[config.mk]
export PLATFORM = sky130hd
export DESIGN_NAME = seven_segment_scanner
export DESIGN_NICKNAME = d
export VERILOG_FILES = /design/src/rtl/seg_pkg.sv /design/src/rtl/seven_segment_display.sv /design/src/rtl/seven_segment_scanner.sv
export SDC_FILE = /design/constraint.sdc
export NUM_CORES = 1
export LEC_CHECK = 0
export BUFFER_PORTS_ARGS = -buffer_cell sky130_fd_sc_hd__buf_2
export CAP_MARGIN = 10
export CORE_ASPECT_RATIO = 1.75
export CORE_MARGIN = 2
export CORE_UTILIZATION = 25
export DETAILED_ROUTE_END_ITERATION = 7
export MAX_ROUTING_LAYER = met4
export PLACE_DENSITY = 0.46
export SLEW_MARGIN = 20
export SYNTH_ARGS = -nofsm -noshare
export SYNTH_HDL_FRONTEND = slang
export SYNTH_HIERARCHICAL = 1
export SYNTH_SLANG_ARGS = --single-unit
[constraint.sdc]
create_clock -name i_clk -period 2.11 [get_ports i_clk]
set_input_delay 0.1055 -clock i_clk [delete_from_list [all_inputs] [get_ports i_clk]]
set_output_delay 0.1055 -clock i_clk [all_outputs]
set_load 0.05 [all_outputs]
[src/rtl/seg_pkg.sv]
// Shared types and constants for the seven-segment display path.
// Contents: digit count, blank patterns for segments/anodes, BCD nibble and
// segment-pattern typedefs, and a helper that builds an active-low one-hot
// anode enable from a digit index.
package seg_pkg;

  localparam int unsigned NUM_DIGITS = 4;

  typedef logic [3:0] bcd_t;
  typedef logic [6:0] seg_t;
  typedef logic [1:0] digit_idx_t;

  localparam seg_t                  SEG_BLANK = 7'b1111111;
  localparam logic [NUM_DIGITS-1:0] ANODE_OFF = 4'b1111;

  // Active-low one-hot anode enable for the given digit.
  function automatic logic [NUM_DIGITS-1:0] anode_sel(input digit_idx_t idx);
    logic [NUM_DIGITS-1:0] a;
    a      = ANODE_OFF;
    a[idx] = 1'b0;
    return a;
  endfunction

endpackage

[src/rtl/seven_segment_display.sv]
// BCD to active-low seven-segment glyph decoder (purely combinational).
// Ports:
//   i_bcd      - BCD nibble to display
//   o_segments - active-low segments, bit 6 = g ... bit 0 = a
// Nibbles 10-15 decode to all segments off.
module seven_segment_display
  import seg_pkg::*;
(
  input  bcd_t i_bcd,
  output seg_t o_segments
);

  always_comb begin
    o_segments = SEG_BLANK;
    case (i_bcd)
      4'd0:    o_segments = 7'b1000000;
      4'd1:    o_segments = 7'b1111001;
      4'd2:    o_segments = 7'b0100100;
      4'd3:    o_segments = 7'b0110000;
      4'd4:    o_segments = 7'b0011001;
      4'd5:    o_segments = 7'b0010010;
      4'd6:    o_segments = 7'b0000010;
      4'd7:    o_segments = 7'b1111000;
      4'd8:    o_segments = 7'b0000000;
      4'd9:    o_segments = 7'b0010000;
      default: o_segments = SEG_BLANK;
    endcase
  end

endmodule

[src/rtl/seven_segment_scanner.sv]
// Time-multiplexed driver for a 4-digit common-anode seven-segment display.
// Digits are captured into a pending buffer on i_load and promoted to the
// active buffer only at a frame boundary, so a scanned frame never mixes old
// and new digits. Each digit slot lasts REFRESH_DIV cycles and starts with
// BLANK_CYCLES cycles of all-off output to suppress ghosting.
//
// Ports:
//   i_clk         - system clock
//   i_rst_n       - asynchronous active-low reset
//   i_digits_in   - four BCD nibbles, [3:0] = digit 0 (rightmost)
//   i_dp_in       - decimal-point request per digit, 1 = lit
//   i_load        - single-cycle strobe capturing i_digits_in / i_dp_in
//   o_anode       - active-low digit enables
//   o_segments    - active-low segments, bit 6 = g ... bit 0 = a
//   o_dp          - active-low decimal point
//   o_frame_start - one-cycle pulse when the outputs show slot 0, count 0
//
// Build option: define SEVEN_SEG_LZ_BLANK_EN to blank leading zeros on
// digits 3..1 (digit 0 always shown).
module seven_segment_scanner
  import seg_pkg::*;
#(
  parameter int unsigned REFRESH_DIV  = 100000,
  parameter int unsigned BLANK_CYCLES = 1000
) (
  input  logic                  i_clk,
  input  logic                  i_rst_n,
  input  logic [15:0]           i_digits_in,
  input  logic [NUM_DIGITS-1:0] i_dp_in,
  input  logic                  i_load,
  output logic [NUM_DIGITS-1:0] o_anode,
  output seg_t                  o_segments,
  output logic                  o_dp,
  output logic                  o_frame_start
);

  localparam int unsigned      CNT_W     = (REFRESH_DIV > 1) ? $clog2(REFRESH_DIV) : 1;
  localparam logic [CNT_W-1:0] CNT_MAX   = CNT_W'(REFRESH_DIV - 1);
  localparam logic [CNT_W-1:0] BLANK_END = CNT_W'(BLANK_CYCLES);
  localparam digit_idx_t       IDX_LAST  = digit_idx_t'(NUM_DIGITS - 1);

  // Scan state
  logic [CNT_W-1:0] r_cnt;
  digit_idx_t       r_idx;

  // Frame buffers
  logic [15:0]           r_pend_digits;
  logic [NUM_DIGITS-1:0] r_pend_dp;
  logic                  r_pend_vld;
  logic [15:0]           r_act_digits;
  logic [NUM_DIGITS-1:0] r_act_dp;

  // Output registers
  logic [NUM_DIGITS-1:0] r_anode;
  seg_t                  r_segments;
  logic                  r_dp;
  logic                  r_frame_start;

  // Next-state / combinational signals
  logic                  w_wrap;
  logic                  w_frame_end;
  logic                  w_blank;
  bcd_t                  w_nibble;
  seg_t                  w_seg_dec;
  logic [NUM_DIGITS-1:0] w_lz_sup;

  logic [15:0]           w_pend_digits_nxt;
  logic [NUM_DIGITS-1:0] w_pend_dp_nxt;
  logic                  w_pend_vld_nxt;
  logic [15:0]           w_act_digits_nxt;
  logic [NUM_DIGITS-1:0] w_act_dp_nxt;

  logic [NUM_DIGITS-1:0] w_anode_nxt;
  seg_t                  w_segments_nxt;
  logic                  w_dp_nxt;
  logic                  w_frame_start_nxt;

  assign w_wrap      = (r_cnt == CNT_MAX);
  assign w_frame_end = w_wrap && (r_idx == IDX_LAST);
  assign w_blank     = (r_cnt < BLANK_END);
  assign w_nibble    = r_act_digits[{r_idx, 2'b00} +: 4];

  seven_segment_display u_decoder (
    .i_bcd      (w_nibble),
    .o_segments (w_seg_dec)
  );

`ifdef SEVEN_SEG_LZ_BLANK_EN
  // A digit is suppressed when it is zero and every higher digit is zero too.
  logic w_sup3, w_sup2, w_sup1;
  assign w_sup3   = (r_act_digits[15:12] == 4'd0);
  assign w_sup2   = w_sup3 && (r_act_digits[11:8] == 4'd0);
  assign w_sup1   = w_sup2 && (r_act_digits[7:4] == 4'd0);
  assign w_lz_sup = {w_sup3, w_sup2, w_sup1, 1'b0};
`else
  assign w_lz_sup = '0;
`endif

  // Buffer next-state: a load in the boundary cycle bypasses the pending
  // buffer so it is shown in the frame that starts right now.
  always_comb begin
    w_pend_digits_nxt = r_pend_digits;
    w_pend_dp_nxt     = r_pend_dp;
    w_pend_vld_nxt    = r_pend_vld;
    w_act_digits_nxt  = r_act_digits;
    w_act_dp_nxt      = r_act_dp;
    if (w_frame_end) begin
      if (i_load) begin
        w_act_digits_nxt = i_digits_in;
        w_act_dp_nxt     = i_dp_in;
      end else if (r_pend_vld) begin
        w_act_digits_nxt = r_pend_digits;
        w_act_dp_nxt     = r_pend_dp;
      end
      w_pend_vld_nxt = 1'b0;
    end else if (i_load) begin
      w_pend_digits_nxt = i_digits_in;
      w_pend_dp_nxt     = i_dp_in;
      w_pend_vld_nxt    = 1'b1;
    end
  end

  // Output next-state, derived from the current counter/index state.
  always_comb begin
    w_anode_nxt       = ANODE_OFF;
    w_segments_nxt    = SEG_BLANK;
    w_dp_nxt          = 1'b1;
    w_frame_start_nxt = (r_cnt == '0) && (r_idx == '0);
    if (!w_blank && !w_lz_sup[r_idx]) begin
      w_anode_nxt    = anode_sel(r_idx);
      w_segments_nxt = w_seg_dec;
      w_dp_nxt       = ~r_act_dp[r_idx];
    end
  end

  always_ff @(posedge i_clk or negedge i_rst_n) begin
    if (!i_rst_n) begin
      r_cnt <= '0;
      r_idx <= '0;
    end else if (w_wrap) begin
      r_cnt <= '0;
      r_idx <= r_idx + digit_idx_t'(1);
    end else begin
      r_cnt <= r_cnt + CNT_W'(1);
    end
  end

  always_ff @(posedge i_clk or negedge i_rst_n) begin
    if (!i_rst_n) begin
      r_pend_digits <= '0;
      r_pend_dp     <= '0;
      r_pend_vld    <= 1'b0;
      r_act_digits  <= '0;
      r_act_dp      <= '0;
    end else begin
      r_pend_digits <= w_pend_digits_nxt;
      r_pend_dp     <= w_pend_dp_nxt;
      r_pend_vld    <= w_pend_vld_nxt;
      r_act_digits  <= w_act_digits_nxt;
      r_act_dp      <= w_act_dp_nxt;
    end
  end

  always_ff @(posedge i_clk or negedge i_rst_n) begin
    if (!i_rst_n) begin
      r_anode       <= ANODE_OFF;
      r_segments    <= SEG_BLANK;
      r_dp          <= 1'b1;
      r_frame_start <= 1'b0;
    end else begin
      r_anode       <= w_anode_nxt;
      r_segments    <= w_segments_nxt;
      r_dp          <= w_dp_nxt;
      r_frame_start <= w_frame_start_nxt;
    end
  end

  assign o_anode       = r_anode;
  assign o_segments    = r_segments;
  assign o_dp          = r_dp;
  assign o_frame_start = r_frame_start;

endmodule

==> results.txt, run 1 <==
----------------------------------------------------
[Timing]
  Actual transition at the worst max-transition pin ... 0.499 ns
  Number of hold violations in the final report ... 0
  Fin Hold WS ... 0.0130 ns
  Worst Clk Skew ... 0.00806 ns
  Min cycle time layout ... 2.08 ns
  Top achievable clock speed ... 0.480 GHz
  Setup repair after global routing missed its margin ... true
  Setup Viol. Count Final ... 0
  Slew HR ... 0.666
  Max-slew violation count ... 0
  Final Cycle Share ... 0.988

[Placement]
  Count of input and output buffers ... 35
  Number of placed cells counting well taps ... 497
  Placed wire-length estimate after detailed placement ... 5.20 mm
  Routability Congestion ... 0.874

[Routing]
  Number of DRC markers in iteration 0 ... 114
  Routed length per placed instance ... 14.9 um
  Number of iterations in the first detailed-routing pass ... 4
  Vias per inst ... 4.36
  DRC violation count after routing ... 0
  Number of vias in the routed layout ... 2263
  Detailed Route WL ... 7.71 mm
  DRT antenna net count ... 0

[Synth]
  Gate Count Post-Synth ... 275
  Number of warning messages in the yosys log ... 6
  Largest area contributor in the netlist ... dfrtp_1
  Portion of synthesized cell area occupied by the leading cell type ... 0.426
  Combined area of all synthesized cells ... 0.00358 mm^2
  Number of flip-flops and latches in the synthesized netlist ... 73
  Most area-consuming cells after synthesis ... dfrtp_1 (43%), mux2_2 (13%), dfstp_2 (8.8%)
  Average size of a mapped cell ... 13.0 um^2
  Yosys cell types ... 37
  Syn_nets ... 309
  Sequential-to-total area share from yosys stat ... 0.514

[CTS]
  Count of clock tree sinks ... 73
  Clk Latency, worst-skew pair ... 0.33 ns
  Cts bufs inserted ... 9
  Clock transition time at the flip-flop clock pins of the worst setup and hold paths ... 0.06 ns
  Clock tree from TritonCTS ... done
  Root cell of the clock tree ... clkbuf_16
  H-tree Lvls ... 3
  Clk buf depth ... 2

[Final layout]
  Nets ... 371
  Antenna diode count ... 0
  Commonest cells after routing, fill and taps aside ... dfrtp_1 (60), mux2_2 (41), buf_2 (35)
  Final cell count without fillers ... 519
  Most common library cell in the layout ignoring fill and taps ... dfrtp_1
  Synthesis-to-layout area growth ... 24.7%
  Fraction of final layout cells with drive strength greater than 1 ... 0.468

[Global route]
  Gr usage total ... 0.113
  Global-route wire length before repair ... 12.6 mm
  Total global routing overflow ... 0
  Number of antenna violations at the first check in global routing ... 0
  Largest net degree at the start of global routing ... 74
  Number of global-route vias before repair ... 2452

[Power]
  Peak VDD IR ... 351 uV
  Part of the power in registers ... 0.469
  Switching share of power ... 0.226
  Power density over cell area ... 695 mW/mm^2
  Static leakage ... 1.96 nW
  Psw ... 0.703 mW
  Part of the power in the clock network ... 0.476
  Internal ... 2.40 mW
  Combinational power share ... 0.056

[Hold path]
  Tightest Hold Check Type ... input pin to flip-flop

[Setup path]
  WP buf/inv ... 1
  Category of the critical setup timing path ... flip-flop to flip-flop
  Delay of the slowest critical-path stage ... 0.61 ns
  Ordered cell list for the critical path ... ha_1 -> and4_1 -> nand4_1 -> buf_6 -> or4b_4 -> mux2_4
  Max Fanout on Critical Path ... 5
  Crit start category ... flip-flop
  Data required time at the worst endpoint ... 2.33 ns
  Worst path slowest cell ... or4b_4
  Arrival time at the worst endpoint ... 2.30 ns
  Capturing element type of the critical path ... flip-flop
  Gate family responsible for the most delay along the worst path ... simple AND/OR/NAND/NOR gates

[Floorplan]
  Std-Cell Core Area ... 0.0140 mm^2
  Die outline area ... 0.0153 mm^2
  Starting utilization of the core area ... 0.256
  Horizontal extent of the die ... 94.5 um
  Number of I/O pins ... 36
  Number of cell rows ... 57
  Floorplan die height ... 162 um

[Flow run]
  # Max-Cap Violations ... 0

[Status]
  Outcome ... finished clean

----------------------------------------------------
final cells by class:
type	instances	area [um^2]
Inverter	8	30.0
Tap cell	177	221
Clock inverter	5	38.8
Multi-Input combinational cell	184	1680
Timing Repair Buffer	61	404
Fill cell	1441	9510
Clock buffer	11	253
Sequential cell	73	1840
layer usage:
layer | GRT usage | vias to the layer above | share of wire
met4 | 0.0527 | 0 | 0.027
met5 | - | - | 0
met2 | 0.192 | 40 | 0.55
met3 | 0.0241 | 12 | 0.032
li1 | - | 1099 | -
met1 | 0.124 | 1112 | 0.39
path summary, 6_finish.rpt:
kind                                      from          endpoint  slack [ns]  cells after the start
worst min register to register       r_cnt[13]         r_cnt[13]        0.49                      1
max in group asynchronous              i_rst_n     o_segments[4]        1.43                      3
worst max-delay path                  r_cnt[1]  r_act_digits[10]        0.03                      6
min in group asynchronous              i_rst_n          r_cnt[3]        0.34                      3
worst max register to register        r_cnt[1]  r_act_digits[10]        0.03                      6
worst min-delay path            i_digits_in[0]  r_pend_digits[0]        0.01                      2
cell families (layout without fill, tap and decap cells):
| kind of cell | count (synthesis) | after routing | synth area share |
|---|---|---|---|
| simple gates | 74 | 77 | 0.113 |
| flops | 73 | 73 | 0.514 |
| mux | 66 | 66 | 0.244 |
| buf+inv | 21 | 85 | 0.0304 |
| compound gates | 16 | 16 | 0.0255 |
| xor+xnor | 14 | 14 | 0.0342 |
| fa+ha+maj | 11 | 11 | 0.0384 |
per-stage QoR:
step	util	power (mW)	instance area (um^2)	setup slack [ns]	TNS (ns)
global route	0.320	3.24	4470	-0.0598	-0.500
CTS	0.318	3.16	4450	-0.0187	-0.194
finish	0.320	3.10	4470	0.0264	0
global placement	0.293	1.65	4100	0.0152	0
floorplan	-	1.57	3580	0.0198	0
detailed placement	0.293	1.66	4100	-0.0337	-0.534
state kept, by name, summed over array words and instances, names as in the netlist, 2 cells and up:
register       cells
r_pend_digits     16
r_pend_dp          4
r_idx              2
r_cnt             17
o_segments         7
o_anode            4
r_act_dp           4
r_act_digits      16
Yosys cell counts (all sizes together):
cell and number:
o311ai 1, and4 4, nand2 14, nand3 6
nor2b 1, nor3b 2, xor2 2, and2 1
nand4b 1, mux4 5, nor3 4, mux2 61
dfrtp 61, dfstp 12, nor2 17, or4b 1
nor4 3, o21ai 7, o31ai 1, or2 1
a31oi 1, nand4 4, inv 8, xnor2 12
and4b 2, buf 8, a21oi 6, nand2b 11
clkbuf 5, or4 1, or2b 1, ha 11
repair_timing:
item | in CTS | in global routing
pin swaps | 4 | 4
cloned | 2 | 1
gates resized for setup | 2 | 3
endpoints found under the setup margin | 20 | 25
hold buffers | 2 | 0
buffers inserted | 1 | 0
hold endpoints to repair | 62 | 0
power groups by stage:
stage / logic (mW) / registers (mW) / clock network, mW
detailed placement: 0.176 / 1.48 / 0
finish: 0.172 / 1.46 / 1.48
floorplan: 0.0948 / 1.48 / 0
CTS: 0.180 / 1.45 / 1.52
global route: 0.191 / 1.46 / 1.59
global placement: 0.174 / 1.48 / 0
Note: power is estimated with default switching activity, not from simulation.
==> inputs of run 2 (changes only) <==
PLACE_DENSITY = 0.44   (was 0.46)
SLEW_MARGIN = not set   (was 20)
clock period = 2.4 ns   (was 2.11 ns; I/O delays follow)
==> run 2 against run 1 <==
Power fell by 14%. Utilization is 1.4 points lower. Non-clock buffer count down 15. Global-route usage shrank 0.81 points. Via count fell by 4.9%. Final area decreased by 4.4%. Highest routed layer unchanged.
==> results.txt, run 2 (synthesized netlist as in run 1, its figures left out) <==
----------------------------------------------------
[Setup path]
  Ordered cell list for the critical path ... ha_1 -> and4_1 -> nand4_1 -> or4b_4 -> mux2_4
  Delay of the slowest critical-path stage ... 0.72 ns
  Number of cells on the critical path ... 5
  Data required time at the worst endpoint ... 2.62 ns
  Number of cells traversed by the worst register-to-register path ... 5
  Category of the critical setup timing path ... flip-flop to flip-flop
  Crit start category ... flip-flop
  Gate family responsible for the most delay along the worst path ... simple AND/OR/NAND/NOR gates
  Max Fanout on Critical Path ... 20
  Arrival time at the worst endpoint ... 2.42 ns
  Setup slack of the most critical reg-to-reg path ... 0.20 ns
  Worst path slowest cell ... or4b_4
  WP buf/inv ... 0
  Capturing element type of the critical path ... flip-flop

[CTS]
  H-tree Lvls ... 3
  Post-CTS resize count ... 0
  Number of setup buffers added after CTS ... 0
  Count of clock tree sinks ... 73
  Clk buf depth ... 2
  Clk Latency, worst-skew pair ... 0.34 ns
  Root cell of the clock tree ... clkbuf_16
  Clock tree from TritonCTS ... done
  Clock transition time at the flip-flop clock pins of the worst setup and hold paths ... 0.06 ns
  Number of hold-repair buffers added at the cts stage ... 1
  Cts bufs inserted ... 9

[Floorplan]
  Floorplan die height ... 162 um
  Die outline area ... 0.0153 mm^2
  Starting utilization of the core area ... 0.256
  Number of cell rows ... 57
  Std-Cell Core Area ... 0.0140 mm^2
  Number of I/O pins ... 36
  Horizontal extent of the die ... 94.5 um

[Final layout]
  Number of flip-flops under the largest register name ... 17
  Synthesis-to-layout area growth ... 19.2%
  Antenna diode count ... 0
  Area of all placed cells without fillers ... 0.00427 mm^2
  Most common library cell in the layout ignoring fill and taps ... dfrtp_1
  Multi-input logic area ... 0.00164 mm^2
  Final design utilization ... 0.306
  Most flops, register ... r_cnt
  Largest registers ranked by flip-flop count ... r_cnt (17), r_act_digits (16), r_pend_digits (16)
  FILL cells ... 1477
  Commonest cells after routing, fill and taps aside ... dfrtp_1 (61), mux2_2 (41), buf_2 (34)
  Final cell count without fillers ... 501
  Nets ... 353
  Register area ... 0.00184 mm^2
  Fraction of final layout cells with drive strength greater than 1 ... 0.438

[Routing]
  DRT antenna net count ... 0
  Number of vias in the routed layout ... 2153
  Number of DRC markers in iteration 0 ... 87
  Detailed Route WL ... 7.01 mm
  DRC violation count after routing ... 0
  Number of iterations in the first detailed-routing pass ... 4
  Routed length per placed instance ... 14.0 um
  Vias per inst ... 4.30

[Hold path]
  Number of cells on the worst hold path ... 2
  Tightest Hold Check Type ... input pin to flip-flop

[Status]
  Outcome ... finished clean

[Timing]
  Slew HR ... 0.377
  Number of hold violations in the final report ... 0
  Setup repair after global routing missed its margin ... false
  Top achievable clock speed ... 0.454 GHz
  Setup Viol. Count Final ... 0
  Min cycle time layout ... 2.20 ns
  Max-slew violation count ... 0
  Summed negative setup slack over all endpoints ... 0 ns
  Worst Clk Skew ... 0.00872 ns
  Final Cycle Share ... 0.918
  Actual transition at the worst max-transition pin ... 0.934 ns

[Power]
  Static leakage ... 1.86 nW
  Peak VDD IR ... 361 uV
  Power density over cell area ... 628 mW/mm^2

[Global route]
  Gr usage total ... 0.104
  Largest net degree at the start of global routing ... 74
  Total global routing overflow ... 0
  Number of antenna violations at the first check in global routing ... 0
  Number of global-route vias before repair ... 2345
  Global-route wire length before repair ... 11.8 mm

[Placement]
  Placed wire-length estimate after detailed placement ... 4.92 mm
  Number of placed cells counting well taps ... 484
  Count of input and output buffers ... 35
  Routability Congestion ... 0.795
  Placement-stage cell area ... 0.00398 mm^2

[Flow run]
  # Max-Cap Violations ... 0

----------------------------------------------------
## run 2: cell count changes in the layout (fill, tap and decap cells not counted), sizes merged
cell         delta
clkbuf          -2
buf            -14
clkinv          +1
clkinvlp        +1
or4b            -3
dlygate4sd3     -1
## run 2: path summary, 6_finish.rpt
path | startpoint | endpoint
max | r_cnt[0] | r_act_digits[2]
min | i_digits_in[15] | r_pend_digits[15]
max reg2reg | r_cnt[0] | r_act_digits[2]
min reg2reg | r_cnt[13] | r_cnt[13]
max in group asynchronous | i_rst_n | r_act_digits[10]
min in group asynchronous | i_rst_n | r_cnt[3]
## run 2: routing by layer
layer	track usage	routed length [um]
met5	-	0
met4	0.0659	209
met3	0.0167	215
met2	0.169	3560
met1	0.119	3020
## run 2: layout make-up
cell class | count | share of cell area
tap | 177 | 0.0518
clock inverter | 7 | 0.0129
sequential | 73 | 0.431
clock buffer | 9 | 0.0527
multi-input combinational | 181 | 0.383
inverter | 8 | 0.00703
timing repair buffer | 46 | 0.0615
## run 2: power breakdown
group | internal [mW] | switching, mW
Combinational | 0.0773 | 0.0674
Clock | 0.706 | 0.552
Sequential | 1.27 | 0.0141
## run 2: metrics by stage
step | hold WS [ns] | power [mW] | setup slack [ns]
final | 0.0273 | 2.68 | 0.197
after global routing | 0.0197 | 2.80 | 0.0984
after CTS | 0.0149 | 2.73 | 0.167
after detailed placement | 0.337 | 1.45 | 0.184
after global placement | 0.341 | 1.45 | 0.232
after floorplan | -0.176 | 1.38 | 0.310
==> inputs of run 3 (changes only) <==
CORE_MARGIN = 8   (was 2)
==> run 3 against run 2 <==
Combinational power about the same. Sequential share of layout area decreased by 0.063 points. Sequential power about the same. Critical path type unchanged. Critical endpoint is now r_act_digits[0].
==> results.txt, run 3 (synthesized netlist as in run 1, its figures left out) <==
----------------------------------------------------
[Final layout]
  Area of all placed cells without fillers ... 0.00428 mm^2
  FILL cells ... 1483
  Final cell count without fillers ... 503
  Antenna diode count ... 0
  Largest registers ranked by flip-flop count ... r_cnt (17), r_act_digits (16), r_pend_digits (16)
  Fraction of final layout cells with drive strength greater than 1 ... 0.427
  Synthesis-to-layout area growth ... 19.4%
  Most flops, register ... r_cnt
  Nets ... 352
  Register area ... 0.00184 mm^2
  Number of flip-flops under the largest register name ... 17
  Most common library cell in the layout ignoring fill and taps ... dfrtp_1
  Commonest cells after routing, fill and taps aside ... dfrtp_1 (61), mux2_2 (41), buf_2 (34)
  Multi-input logic area ... 0.00164 mm^2

[CTS]
  Count of clock tree sinks ... 73
  Cts bufs inserted ... 9
  H-tree Lvls ... 3
  Clock tree from TritonCTS ... done
  Clock transition time at the flip-flop clock pins of the worst setup and hold paths ... 0.06 ns
  Root cell of the clock tree ... clkbuf_16
  Clk buf depth ... 2
  Clk Latency, worst-skew pair ... 0.33 ns

[Timing]
  Summed negative setup slack over all endpoints ... 0 ns
  Slew HR ... 0.359
  Final Cycle Share ... 0.910
  Setup Viol. Count Final ... 0
  Max-slew violation count ... 0
  Top achievable clock speed ... 0.458 GHz
  Min cycle time layout ... 2.18 ns
  Number of hold violations in the final report ... 0
  Worst Clk Skew ... 0.00471 ns
  Min setup slack post-route ... 0.217 ns
  Actual transition at the worst max-transition pin ... 0.962 ns
  Setup repair after global routing missed its margin ... false

[Status]
  Outcome ... finished clean

[Setup path]
  Arrival time at the worst endpoint ... 2.40 ns
  Number of cells traversed by the worst register-to-register path ... 5
  Worst setup path startpoint ... r_cnt[0]
  Capturing element type of the critical path ... flip-flop
  Category of the critical setup timing path ... flip-flop to flip-flop
  Data required time at the worst endpoint ... 2.62 ns
  Beginning of the worst register-to-register path ... r_cnt[0]
  Max Fanout on Critical Path ... 20
  Crit start category ... flip-flop

[Global route]
  Busiest layer in global routing ... met2
  Met2 layer usage reported by global route ... 0.152
  GR Layer Usage met1 ... 0.0932
  Total global routing overflow ... 0
  Met3 demand-to-capacity share in global routing ... 0.0245
  Number of global-route vias before repair ... 2468
  Global-route wire length before repair ... 12.7 mm
  Gr usage total ... 0.0913
  Largest net degree at the start of global routing ... 74
  Number of antenna violations at the first check in global routing ... 0

[Flow run]
  # Max-Cap Violations ... 0

[Floorplan]
  Number of cell rows ... 58
  Starting utilization of the core area ... 0.252
  Horizontal extent of the die ... 106 um
  Number of I/O pins ... 36
  Floorplan die height ... 174 um
  Die outline area ... 0.0186 mm^2
  Std-Cell Core Area ... 0.0142 mm^2

[Power]
  Power density over cell area ... 643 mW/mm^2
  Static leakage ... 1.87 nW
  Overall power ... 2.75 mW
  Peak VDD IR ... 325 uV

[Placement]
  Placement-stage cell area ... 0.00398 mm^2
  Routability Congestion ... 0.811
  Number of placed cells counting well taps ... 486
  Placed wire-length estimate after detailed placement ... 5.25 mm
  Count of input and output buffers ... 35
  Minimum setup slack after placement ... 0.199 ns

[Hold path]
  Hold Crit Start ... i_digits_in[4]
  Number of cells on the worst hold path ... 2
  Tightest Hold Check Type ... input pin to flip-flop

[Routing]
  Number of vias in the routed layout ... 2184
  Routed length per placed instance ... 14.7 um
  DRC violation count after routing ... 0
  Number of iterations in the first detailed-routing pass ... 4
  Vias per inst ... 4.34
  DRT antenna net count ... 0
  Number of DRC markers in iteration 0 ... 78
  Detailed Route WL ... 7.38 mm

----------------------------------------------------
-- run 3: changes by cell type in the layout (fill, tap and decap cells not counted), sizes merged --
cell	change
buf	-1
clkinv	-2
clkbuf	+4
bufinv	+1
clkinvlp	-2
inv	-1
-- run 3: layout make-up --
cell class / instances / area share
Multi-Input combinational cell: 181 / 0.382
Sequential cell: 73 / 0.431
Timing Repair Buffer: 45 / 0.0597
Clock inverter: 3 / 0.00936
Inverter: 8 / 0.00702
Tap cell: 180 / 0.0526
Clock buffer: 13 / 0.0585
-- run 3: worst max-delay path, stage by stage, from the launching register on --
cell     delay, ns
dfrtp_1       0.40
ha_1          0.22
and4_1        0.23
nand4_1       0.12
or4b_4        0.72
mux2_4        0.36
-- run 3: report_power, final --
part	internal (mW)	switching (mW)	total (mW)	leakage, nW
combinational	0.0773	0.0670	0.144	0.808
sequential	1.27	0.0137	1.28	0.913
clock	0.831	0.497	1.33	0.144
total	2.17	0.578	2.75	1.87
-- run 3: worst paths after layout --
| path | end | slack, ns |
|---|---|---|
| max | r_act_digits[0] | 0.22 |
| min | r_pend_digits[4] | 0.03 |
| max reg2reg | r_act_digits[0] | 0.22 |
| min in group asynchronous | r_cnt[3] | 0.47 |
| min reg2reg | r_cnt[13] | 0.50 |
| max in group asynchronous | r_cnt[16] | 1.30 |
-- run 3: stage by stage --
step	hold WS (ns)	util
after floorplan	-0.176	-
after global routing	0.0233	0.301
after detailed placement	0.343	0.280
final	0.0299	0.301
after global placement	0.334	0.280
after CTS	0.0183	0.301
-- run 3: what timing repair did --
item / in CTS / in global routing
buffers inserted: 0 / 0
endpoints found under the hold margin: 42 / 0
gates resized for setup: 0 / 0
hold buffers: 1 / 0
-- run 3: metal layers --
layer,part of all wire,up-vias
li1,-,1040
met2,0.53,34
met3,0.036,14
met5,0,-
met4,0.030,0
met1,0.41,1096
